--- config.mk ---
export PLATFORM = sky130hd
export DESIGN_NAME = ni_flit_tx
export DESIGN_NICKNAME = d
export VERILOG_FILES = /design/src/rtl/noc_params.sv /design/src/rtl/ni_flit_tx_rr_vc_picker.sv /design/src/rtl/ni_flit_tx.sv
export SDC_FILE = /design/constraint.sdc
export NUM_CORES = 1
export LEC_CHECK = 0
export CELL_PAD_IN_SITES_DETAIL_PLACEMENT = 1
export CELL_PAD_IN_SITES_GLOBAL_PLACEMENT = 1
export CORE_ASPECT_RATIO = 1.25
export CORE_MARGIN = 4
export CORE_UTILIZATION = 36
export DETAILED_ROUTE_END_ITERATION = 8
export GPL_ROUTABILITY_DRIVEN = 1
export PLACE_DENSITY = 0.78
export SLEW_MARGIN = 20
export SYNTH_ARGS = -nofsm -noshare
export SYNTH_HDL_FRONTEND = slang
export SYNTH_SLANG_ARGS = --single-unit
export TNS_END_PERCENT = 30
--- constraint.sdc ---
create_clock -name clk -period 3 [get_ports clk]
set_input_delay 0.9 -clock clk [delete_from_list [all_inputs] [get_ports clk]]
set_output_delay 0.9 -clock clk [all_outputs]
set_load 0.02 [all_outputs]
--- src/rtl/noc_params.sv ---
// rtl/noc_params.sv - shared NoC flit types and virtual-channel sizing
// Purpose: flit label encoding, flit structs with and without VC id, VC count/width.
// Ports: none (package).
package noc_params;

    localparam int VC_NUM     = 2;
    localparam int VC_SIZE    = (VC_NUM > 1) ? $clog2(VC_NUM) : 1;
    localparam int DATA_WIDTH = 16;

    typedef enum logic [1:0] {
        HEAD     = 2'b00,
        BODY     = 2'b01,
        TAIL     = 2'b10,
        HEADTAIL = 2'b11
    } flit_label_t;

    typedef struct packed {
        flit_label_t            flit_label;
        logic [VC_SIZE-1:0]     vc_id;
        logic [DATA_WIDTH-1:0]  data;
    } flit_t;

    typedef struct packed {
        flit_label_t            flit_label;
        logic [DATA_WIDTH-1:0]  data;
    } flit_novc_t;

endpackage

--- src/rtl/ni_flit_tx_rr_vc_picker.sv ---
// rtl/ni_flit_tx_rr_vc_picker.sv - combinational round-robin VC search
// Purpose: grant the first requesting VC found scanning from ptr_i+1 (mod VC_NUM).
// Ports: req_i (per-VC request), ptr_i (last granted VC), grant_o (chosen VC), found_o.
module rr_vc_picker
    import noc_params::*;
(
    input  logic [VC_NUM-1:0]  req_i,
    input  logic [VC_SIZE-1:0] ptr_i,
    output logic [VC_SIZE-1:0] grant_o,
    output logic               found_o
);

    function automatic logic [VC_SIZE-1:0] wrap_idx(input logic [VC_SIZE-1:0] p, input int i);
        int s;
        s = (int'(p) + i) % VC_NUM;
        return VC_SIZE'(s);
    endfunction

    // Offset 1 is scanned first so the previous winner has lowest priority.
    always_comb begin
        grant_o = '0;
        found_o = 1'b0;
        for (int i = 1; i <= VC_NUM; i++) begin
            if (!found_o && req_i[wrap_idx(ptr_i, i)]) begin
                found_o = 1'b1;
                grant_o = wrap_idx(ptr_i, i);
            end
        end
    end

endmodule

--- src/rtl/ni_flit_tx.sv ---
// rtl/ni_flit_tx.sv - network-interface flit transmitter with per-packet VC allocation
// Purpose: accept source flits, allocate a free downstream VC per packet, stamp vc_id,
//          drive the router input port under per-VC on/off back-pressure.
// Ports: clk, rst (async active-low); src_flit_i/src_valid_i/src_ready_o (source side);
//        data_o/valid_flit_o (router side, registered); is_on_off_i, is_allocatable_vc_i
//        (downstream per-VC flags); cur_vc_o, busy_o, error_o, pkt_count_o (status).
module ni_flit_tx
    import noc_params::*;
#(
    parameter int HOLDOFF_CYCLES = 2,
    parameter int PKT_CNT_WIDTH  = 16
) (
    input  logic                     clk,
    input  logic                     rst,
    input  flit_novc_t               src_flit_i,
    input  logic                     src_valid_i,
    output logic                     src_ready_o,
    output flit_t                    data_o,
    output logic                     valid_flit_o,
    input  logic [VC_NUM-1:0]        is_on_off_i,
    input  logic [VC_NUM-1:0]        is_allocatable_vc_i,
    output logic [VC_SIZE-1:0]       cur_vc_o,
    output logic                     busy_o,
    output logic                     error_o,
    output logic [PKT_CNT_WIDTH-1:0] pkt_count_o
);

    localparam int HO_W = (HOLDOFF_CYCLES < 1) ? 1 : $clog2(HOLDOFF_CYCLES + 1);

    typedef enum logic {IDLE = 1'b0, SEND = 1'b1} state_t;

    state_t                   state_q, state_d;
    flit_t                    data_q, data_d;
    logic                     valid_q, valid_d;
    logic                     error_q, error_d;
    logic [VC_SIZE-1:0]       cur_vc_q, cur_vc_d;
    logic [VC_SIZE-1:0]       rr_ptr_q, rr_ptr_d;
    logic [PKT_CNT_WIDTH-1:0] pkt_count_q, pkt_count_d;
    logic [HO_W-1:0]          holdoff_q [VC_NUM];
    logic [HO_W-1:0]          holdoff_d [VC_NUM];

    logic [VC_NUM-1:0]  eligible;
    logic [VC_SIZE-1:0] grant;
    logic               found;
    logic               is_head;
    logic               accept;
    logic               fwd;
    logic               tail_sent;
    logic               violation;
    logic [VC_SIZE-1:0] tx_vc;

    always_comb begin
        eligible = '0;
        for (int v = 0; v < VC_NUM; v++) begin
            eligible[v] = is_allocatable_vc_i[v] && is_on_off_i[v] && (holdoff_q[v] == '0);
        end
    end

    rr_vc_picker u_picker (
        .req_i   (eligible),
        .ptr_i   (rr_ptr_q),
        .grant_o (grant),
        .found_o (found)
    );

    assign is_head = (src_flit_i.flit_label == HEAD) || (src_flit_i.flit_label == HEADTAIL);
    assign accept  = src_valid_i && src_ready_o;

    // State register.
    always_ff @(posedge clk or negedge rst) begin
        if (!rst) begin
            state_q <= IDLE;
        end else begin
            state_q <= state_d;
        end
    end

    // Next-state logic.
    always_comb begin
        state_d = state_q;
        case (state_q)
            IDLE: if (accept && src_flit_i.flit_label == HEAD) state_d = SEND;
            SEND: if (accept && src_flit_i.flit_label == TAIL) state_d = IDLE;
            default: state_d = IDLE;
        endcase
    end

    // Output / action decode. src_ready_o never looks at src_valid_i.
    always_comb begin
        src_ready_o = 1'b0;
        fwd         = 1'b0;
        tail_sent   = 1'b0;
        violation   = 1'b0;
        tx_vc       = cur_vc_q;
        case (state_q)
            IDLE: begin
                // Out-of-packet BODY/TAIL is swallowed so the source cannot stall on it.
                src_ready_o = is_head ? found : 1'b1;
                tx_vc       = grant;
                if (accept) begin
                    fwd       = is_head;
                    violation = !is_head;
                    tail_sent = (src_flit_i.flit_label == HEADTAIL);
                end
            end
            SEND: begin
                src_ready_o = is_on_off_i[cur_vc_q];
                if (accept) begin
                    fwd       = !is_head;
                    violation = is_head;
                    tail_sent = (src_flit_i.flit_label == TAIL);
                end
            end
            default: ;
        endcase
    end

    // Datapath next values.
    always_comb begin
        data_d      = data_q;
        valid_d     = fwd;
        error_d     = violation;
        cur_vc_d    = cur_vc_q;
        rr_ptr_d    = rr_ptr_q;
        pkt_count_d = pkt_count_q;
        if (fwd) begin
            data_d.flit_label = src_flit_i.flit_label;
            data_d.data       = src_flit_i.data;
            data_d.vc_id      = tx_vc;
        end
        if (fwd && state_q == IDLE) begin
            cur_vc_d = grant;
            rr_ptr_d = grant;
        end
        if (tail_sent) pkt_count_d = pkt_count_q + 1'b1;
        for (int v = 0; v < VC_NUM; v++) begin
            holdoff_d[v] = holdoff_q[v];
            if (tail_sent && VC_SIZE'(v) == tx_vc) begin
                holdoff_d[v] = HO_W'(HOLDOFF_CYCLES);
            end else if (holdoff_q[v] != '0) begin
                holdoff_d[v] = holdoff_q[v] - 1'b1;
            end
        end
    end

    always_ff @(posedge clk or negedge rst) begin
        if (!rst) begin
            data_q      <= '0;
            valid_q     <= 1'b0;
            error_q     <= 1'b0;
            cur_vc_q    <= '0;
            rr_ptr_q    <= VC_SIZE'(VC_NUM - 1);
            pkt_count_q <= '0;
            for (int v = 0; v < VC_NUM; v++) holdoff_q[v] <= '0;
        end else begin
            data_q      <= data_d;
            valid_q     <= valid_d;
            error_q     <= error_d;
            cur_vc_q    <= cur_vc_d;
            rr_ptr_q    <= rr_ptr_d;
            pkt_count_q <= pkt_count_d;
            for (int v = 0; v < VC_NUM; v++) holdoff_q[v] <= holdoff_d[v];
        end
    end

    assign data_o       = data_q;
    assign valid_flit_o = valid_q;
    assign error_o      = error_q;
    assign cur_vc_o     = cur_vc_q;
    assign busy_o       = (state_q == SEND);
    assign pkt_count_o  = pkt_count_q;

endmodule
== After elaboration in Yosys (flattened, before gate mapping) ==
Index checks and enable logic that the tools add are counted.
W data, S select, Z words.

* Register bits after elaboration: 44
* Output and inout bits: 40
* Input bits: 25

* Multiplexer cells: 27
* Add/sub/neg operators: 5
* Reduce and logical (&&, ||, !) cells: 21
* Bitwise operators: 2
* Equal/unequal tests: 2
* $lt $le $gt $ge: 3

{| class="wikitable"
|+ Operators by type and width
! operator !! number
|-
| $mux W1 || 18
|-
| $add A16 B1 Y16 const B || 1
|-
| $logic_and A1 B1 Y1 || 11
|-
| $pmux W1 S2 || 5
|-
| $mux W2 || 4
|-
| $reduce_bool A2 Y1 || 4
|-
| $logic_not A2 Y1 || 3
|-
| $lt A1 B2 Y1 const B || 3
|-
| $eq A2 B2 Y1 const B || 2
|-
| $sub A2 B1 Y2 const B || 2
|-
| $add A1 B1 Y1 const B || 2
|-
| $logic_not A1 Y1 || 2
|-
| $not A1 Y1 || 2
|-
| $logic_or A1 B1 Y1 || 1
|}

== Logic depth before layout (Yosys ltp) ==
* Word-level depth: 15
* Depth in mapped cells: 7
* Gate-level depth less buffers: 6

== Modules after synthesis ==
From an unflattened synthesis, not the netlist that was laid out.

* Cell total of the unflattened synthesis: 161
* Area, all modules: 2,049.5 sq um

{| class="wikitable"
|+ By module, submodules not included
! module !! cells each !! area an instance (sq um) !! instances
|-
| ni_flit_tx || 159 || 2,035.7 || 1
|-
| rr_vc_picker || 2 || 13.8 || 1
|}

== Worst setup path after synthesis ==
OpenSTA, ideal clock, no wires.

* Kind: input-to-output
* From: input src_flit_i[16] (netlist bit)
* To: output src_ready_o
* Path slack: -0.123 ns
* Buffers on the path: 1
* Required time: 2.100 ns
* Arrival time: 2.223 ns
* Stages on the path: 6
* Cell sequence: inv_1 ha_1 nor2_1 nand3b_2 buf_2 a21boi_0

* Longest elaborated chain between the ends: 4
* Elaborated cells on any way between the ends: 5

{| class="wikitable"
|+ RTL lines
! element !! RTL line !! RTL
|-
| from (decl) || ni_flit_tx.sv:15 || <nowiki>input flit_novc_t src_flit_i,</nowiki>
|-
| $eq A2 B2 Y1 or $logic_not A2 Y1 (tied branches) || ni_flit_tx.sv:66 || <nowiki>assign is_head = (src_flit_i.flit_label == HEAD) || (src_flit_i.flit_label == HEADTAIL);</nowiki>
|-
| $logic_or A1 B1 Y1 (*) || ni_flit_tx.sv:66 ||
|-
| $mux W1 (*) || ni_flit_tx.sv:98 || <nowiki>src_ready_o = is_head ? found : 1'b1;</nowiki>
|-
| $pmux W1 S2 (*) || ni_flit_tx.sv:95 || <nowiki>case (state_q)</nowiki>
|-
| to (decl) || ni_flit_tx.sv:17 || <nowiki>output logic src_ready_o,</nowiki>
|}

Mark *: on every way between the ends. The rest lies on a longest branch, timed or not.

== Final worst setup path ==
* From: input is_on_off_i[0]
* To: output src_ready_o

* Longest elaborated chain between the ends: 10
* Elaborated cells on any way between the ends: 14

{| class="wikitable"
|+ RTL lines
! element !! RTL line !! RTL
|-
| from (decl) || ni_flit_tx.sv:20 || <nowiki>input logic [VC_NUM-1:0] is_on_off_i,</nowiki>
|-
| $logic_and A1 B1 Y1 (2 in a row) || ni_flit_tx.sv:55 || <nowiki>eligible[v] = is_allocatable_vc_i[v] && is_on_off_i[v] && (holdoff_q[v] == '0);</nowiki>
|-
| $mux W1 (not written as such) (2 in a row) || ni_flit_tx_rr_vc_picker.sv:24 || <nowiki>if (!found_o && req_i[wrap_idx(ptr_i, i)]) begin</nowiki>
|-
| $mux W1 || ni_flit_tx_rr_vc_picker.sv:24 ||
|-
| $logic_not A1 Y1 || ni_flit_tx_rr_vc_picker.sv:24 ||
|-
| $logic_and A1 B1 Y1 || ni_flit_tx_rr_vc_picker.sv:24 ||
|-
| $mux W1 || ni_flit_tx_rr_vc_picker.sv:24 ||
|-
| $mux W1 || ni_flit_tx.sv:98 ||
|-
| $pmux W1 S2 (*) || ni_flit_tx.sv:95 ||
|}

Mark *: on every way between the ends. The rest lies on a longest branch, timed or not. The select of a mux whose other input is x is not followed.

==> summary.md <==
| Metric | Value |
|---|---|
| Outcome | `complete, no violations` |
| XOR/XNOR Fraction of Synth Area | `7.73%` |
| Worst-Margin Slew | `0.658 ns` |
| Row Count | `30` |
| CTS root buf | `clkbuf_8` |
| Largest family of logic cells by synthesized area | `simple AND/OR/NAND/NOR gates` |
| Hold buffers post-CTS | `0` |
| Initial Utilization | `37.2%` |
| Pre-CTS WS | `-0.619 ns` |
| Worst skew pair latency | `about 0.3 ns` |
| Final HPWL DP | `3.84 mm` |
| N_diodes | `0` |
| Layout Nets | `283` |
| Most frequent cells in the layout | `clkdlybuf4s50_1, dfrtp_1, buf_4, mux2_2, xnor2_1` |
| Total CTS buffers | `5` |
| Placed Cells | `roughly 300` |
| Startpoint Class | `input port` |
| Sequential-to-total area share from yosys stat | `54.0%` |
| Avg WL per Cell | `roughly 17 um` |
| Mapped cell area | `roughly 2000 um2` |
| Initial antenna violation count | `0` |
| RSZ-0062 raised after global routing | `no` |
| Multi-input gate area | `898 um2` |
| Final WL | `5.33 mm` |
| Die W | `75.3 um` |
| Mean post-synth cell area | `12.4 um2` |
| Post-synthesis adder-cell area fraction | `3.68%` |
| Final Hold Violating Endpoints | `0` |
| Die ar. | `between 6000 and 7000 um2` |
| Post-synth top area cell | `dfrtp_1` |
| Slowest stage delay, CP | `roughly 0.44 ns` |
| CP max stage cell | `clkdlybuf4s50_1` |
| Lkg Pwr | `1.33 nW` |
| FF+latch area | `1100 um2` |
| Max Fclk | `339 MHz` |
| Largest net degree at the start of global routing | `29` |
| Synth cell types | `36` |
| First-pass GRT wire length | `around 8.9 mm` |
| # DRC | `0` |
| Final WS setup | `0.0459 ns` |
| CP top delay family | `buffers and inverters` |
| Final Instance Count excl. Fillers | `317` |
| Core area | `around 5500 um2` |
| Yosys warning total | `0` |
| I/O pin count | `65` |
| Compound-Gate Fraction of Synth Area | `6.26%` |
| Finish-stage setup viols | `0` |
| Max H-tree Level | `2` |
| DRT Pass-1 Iters | `4` |
| Critical Path RT | `2.10 ns` |
| DR vias/cell | `5.04` |
| Clock Skew | `between 0.004 and 0.005 ns` |
| Number of synthesized flops with an enable pin | `0` |
| Gr ovfl total | `0` |
| Synthesis-to-layout area growth | `50.1%` |
| Sink Count | `44` |
| Synth Area in Simple Gates | `13.3%` |
| I/O Buffers | `64` |
| CTS tree | `done` |
| Vias in the first global route | `1771` |
| Yosys top cell area share | `52.8%` |
| Crit Path Category | `input port to output port` |
| Vias | `1599` |
| Syn nets | `approximately 200` |
| Nature of the critical path endpoint | `output port` |
| GPL Wtd Cong | `0.811` |
| Hold Crit Class | `register to register` |
| Mux contribution to synthesized area | `11.7%` |
| Max transition margin | `56.1%` |
| Critical-path maximum fanout | `2` |
| Max-cap violations | `0` |
| Worst-path cell chain | `clkdlybuf4s50_1 > and3_4 > nand3b_2 > a21boi_2 > buf_4` |
| Buffers & Inverters on Critical Path | `2` |
| Pwr per Cell Area | `941 nW/um2` |
| Post-synth ARST share | `100%` |
| Synth area leaders | `dfrtp_1, mux2_2, xnor2_1, ha_1, nand2_1` |
| Max-slew violation count | `0` |
| Setup_tns | `0 ns` |
| Peak VDD IR | `0.429 mV` |
| Syn Inst Count | `165` |
| CTS clk-pin slew, worst paths | `about 0.080 ns` |
| 1st-iter DRT viols | `93` |
| DIE HEIGHT | `between 90 and 100 um` |
| Routed Antenna Nets | `0` |
| Final Cycle Share | `98.5%` |
| # fillers | `595` |
| Most common cell after layout, fill and taps aside | `clkdlybuf4s50_1` |
| Max clock buf depth | `2` |
| Global Route Usage Sum | `~17%` |
| Arrival @ worst endpoint | `2.05 ns` |
| Fin crit period | `~3 ns` |
| Yosys reg bits | `44` |
| Main synth FF type | `dfrtp_1` |
| Layout cells sized above 1 | `approximately 25%` |
==> final timing paths <==
path / startpoint / endpoint / cells after the start / slack [ns]
max: is_on_off_i[0] / src_ready_o / 5 / 0.05
min: pkt_count_o[14]$_DFFE_PN0P_ / pkt_count_o[14]$_DFFE_PN0P_ / 1 / 0.50
max reg2reg: busy_o$_DFF_PN0_ / data_o[13]$_DFFE_PN0P_ / 11 / 0.84
min reg2reg: pkt_count_o[14]$_DFFE_PN0P_ / pkt_count_o[14]$_DFFE_PN0P_ / 1 / 0.50
max in group asynchronous: rst / valid_flit_o$_DFF_PN0_ / 2 / 1.77
min in group asynchronous: rst / data_o[0]$_DFFE_PN0P_ / 1 / 0.62
==> power breakdown <==
group          switching, mW  internal (mW)  leakage, nW  total (mW)
sequential             0.136          0.812        0.553       0.948
clock                  0.209          0.416       0.0784       0.626
combinational          0.621          0.685        0.700        1.31
==> stage by stage <==
| step | total power, mW | cell area [um2] | util, % | hold WS [ns] |
|---|---|---|---|---|
| after floorplan | 1.62 | 2040 | - | 0.457 |
| after global placement | 2.19 | 2840 | 51.9 | 0.470 |
| after detailed placement | 2.23 | 2840 | 51.9 | 0.492 |
| after CTS | 2.91 | 3050 | 55.7 | 0.508 |
| after global routing | 3.04 | 3060 | 55.9 | 0.531 |
| final | 2.88 | 3060 | 55.9 | 0.502 |
==> layer usage <==
metal  global-route usage (%)  share of wire (%)
met1                     20.2                 40
met2                     28.9                 55
met3                     2.85                3.1
met4                     5.83                2.0
met5                        0                  0
==> area by class of cell <==
cell class                      count  area share [%]
Clock buffer                        5            2.25
Clock inverter                      3            2.94
Inverter                            8           0.981
Multi-Input combinational cell    108            29.3
Sequential cell                    44            36.0
Tap cell                           64            2.62
Timing Repair Buffer               85            25.9
==> cell families after synthesis <==
family          Yosys count
mux                      21
simple gates             48
xor+xnor                 18
flops                    44
fa+ha+maj                 6
buf+inv                  13
compound gates           15
==> sequential cells by signal, indices dropped and copies added (netlist names) <==
| register | count |
|---|---|
| data_o | 19 |
| pkt_count_o | 16 |
| holdoff_q | 4 |
| busy_o | 1 |
| cur_vc_o | 1 |
| error_o | 1 |
| rr_ptr_q | 1 |
| valid_flit_o | 1 |
==> cells in the mapped netlist (2+ instances only) <==
cell,count
buf_2,2
mux2_2,20
o21ai_0,3
dfrtp_1,43
and4_1,2
nor3_1,2
nand4b_1,3
inv_1,8
ha_1,6
xor2_1,2
xnor2_1,16
nand2_1,12
nand4_1,5
buf_4,2
nor2_1,4
nand3_1,8
a21oi_1,2
and3_1,7
==> repair_timing <==
action                                  CTS  global route
pin swaps                                 1             0
gates resized for setup                  11             2
setup buffers                             5             0
endpoints found under the setup margin    1            14
No activity file was read; power rests on OpenSTA's default activity.
==> patch: new RTL, config.mk and constraints unchanged <==
Register the output `pkt_count_o` once more, with the module's reset; this adds one clock of latency there. The other outputs are not delayed to match.
--- a/src/rtl/ni_flit_tx.sv
+++ b/src/rtl/ni_flit_tx.sv
@@ -170,3 +170,9 @@
     assign busy_o       = (state_q == SEND);
-    assign pkt_count_o  = pkt_count_q;
+    always_ff @(posedge clk or negedge rst) begin
+        if (!rst) begin
+            pkt_count_o <= '0;
+        end else begin
+            pkt_count_o <= pkt_count_q;
+        end
+    end
 
Check against the original RTL: not equivalent (a bounded check fails within 4 cycles, from zero or initial values and one cycle with rst low).
==> patch against the original RTL <==
Global-route usage fell by 1.9 points. Count of clock-buffer cells in the layout increased by 6. Setup slack got worse by 0.0092 ns. Worst hold slack got worse by 0.093 ns. Via count is 12% higher. Sequential share of layout area grew 6.5 points. Sequential power is 29% higher. Final area up 15%. Synthesized area increased by 20%. Total power increased by 8.7%. Sequential cell count grew 16. Routed wire length is 4.5% higher. Critical endpoint unchanged. Largest power group unchanged.
==> patch: results (changes against the original RTL) <==
| Metric | Value |
|---|---|
| Layout cell share with drive strength beyond 1 | `0.262 (+0.0126)` |
| Max VDD drop | `0.442 mV (+3.2%)` |
| Post-synthesis sequential area ratio | `0.613 (+0.0729)` |
| Post-Route WL | `5.57 mm (+4.5%)` |
| Final Power | `3130 uW (+8.7%)` |
| Clock-cell share | `0.0521 (+0.000172)` |
| Signal buf overhead | `0.224 (-0.0352)` |
| Compound-gate portion of the synthesized area | `0.0455 (-0.0171)` |
| Outcome | `finished clean` |
| DR vias | `1797 (+12%)` |
| Vias in the first global route | `1953 (+10%)` |
| Distinct cells, synth | `34 (-5.6%)` |
| Total track usage | `0.148 (-0.0187)` |
| Area contributors post-synth | `dfrtp_1 60%, mux2_2 9.7%, xnor2_1 5.7%, ha_1 3.1%, nand4_1 3.1%` |
| Post-layout net count | `305 (+7.8%)` |
| R2R Path End | `data_o[6]$_DFFE_PN0P_` |
| Synth cell count leaders | `59 x dfrtp_1, 21 x mux2_2, 16 x xnor2_1, 12 x nand4_1, 10 x nand3_1` |
| CTS buffer count | `9 (+4)` |
| Hold Path Origin | `pkt_count_q[15]$_DFFE_PN0P_` |
| Met2 WL | `3.05 mm (+4.0%)` |
| Global-route met2 utilization | `0.260 (-0.0288)` |
| Hold path depth | `0 (-1)` |
| #MultiIn Comb | `110 (+1.9%)` |
| Post-place setup slack | `-0.848 ns (-0.229 ns)` |
| GR Util met1 | `0.163 (-0.0392)` |
| Finished Layout Cells | `366 (+15%)` |
| Reg clk slew, reported paths | `0.06 ns (-0.02 ns)` |
| Lkg Pwr | `0.00155 uW (+17%)` |
| Met3 wire length | `293 um (+78%)` |
| Area of placed instances | `3280 um^2 (+15%)` |
| Routability-driven placement congestion ratio | `0.766 (-5.5%)` |
| Clkbuf count | `11 (+6)` |
| Post-Syn Instances | `184 (+12%)` |
| DRT iter0 DRCs | `60 (-35%)` |
| Slew HR | `0.645 (+0.0844)` |
| Inverters, non-clock | `9 (+1)` |
| Worst skew pair latency | `0.33 ns (+0.03 ns)` |
| Multi-input combinational area share | `0.259 (-0.0348)` |
| Detailed-routing wirelength on met1 | `2.10 mm (-1.2%)` |
| Met3 usage | `0.0368 (+0.00830)` |
| Worst R2R Start | `holdoff_q[2]$_DFFE_PN0P_` |
| First-pass GRT wire length | `9.23 mm (+4.2%)` |
| Crit-path max cell delay | `0.38 ns (-0.06 ns)` |
| Synth Area in XOR/XNOR | `0.0608 (-0.0165)` |
==> patch: cell types whose count changed in the layout (fill, tap and decap cells not counted), sizes merged, moves of 3 or more <==
cell           delta
clkbuf            +6
clkdlybuf4s15     +4
clkdlybuf4s50     -4
clkinv            +3
dfrtp            +16
mux2              +3
nand2             -5
nand4             +7
nand4b            -3
==> patch: worst max-delay path by stage <==
| stage | slack [ns] | endpoint | cells past startpoint | startpoint |
|---|---|---|---|---|
| after floorplan | 0.13 | src_ready_o | 4 | src_flit_i[16] |
| after global placement | -0.84 | src_ready_o | 6 | src_flit_i[16] |
| after detailed placement | -0.85 | src_ready_o | 6 | src_flit_i[16] |
| after CTS | 0.002 | src_ready_o | 6 | src_flit_i[17] |
| after global routing | 0.01 | src_ready_o | 5 | is_on_off_i[1] |
| final | 0.04 | src_ready_o | 5 | is_on_off_i[1] |
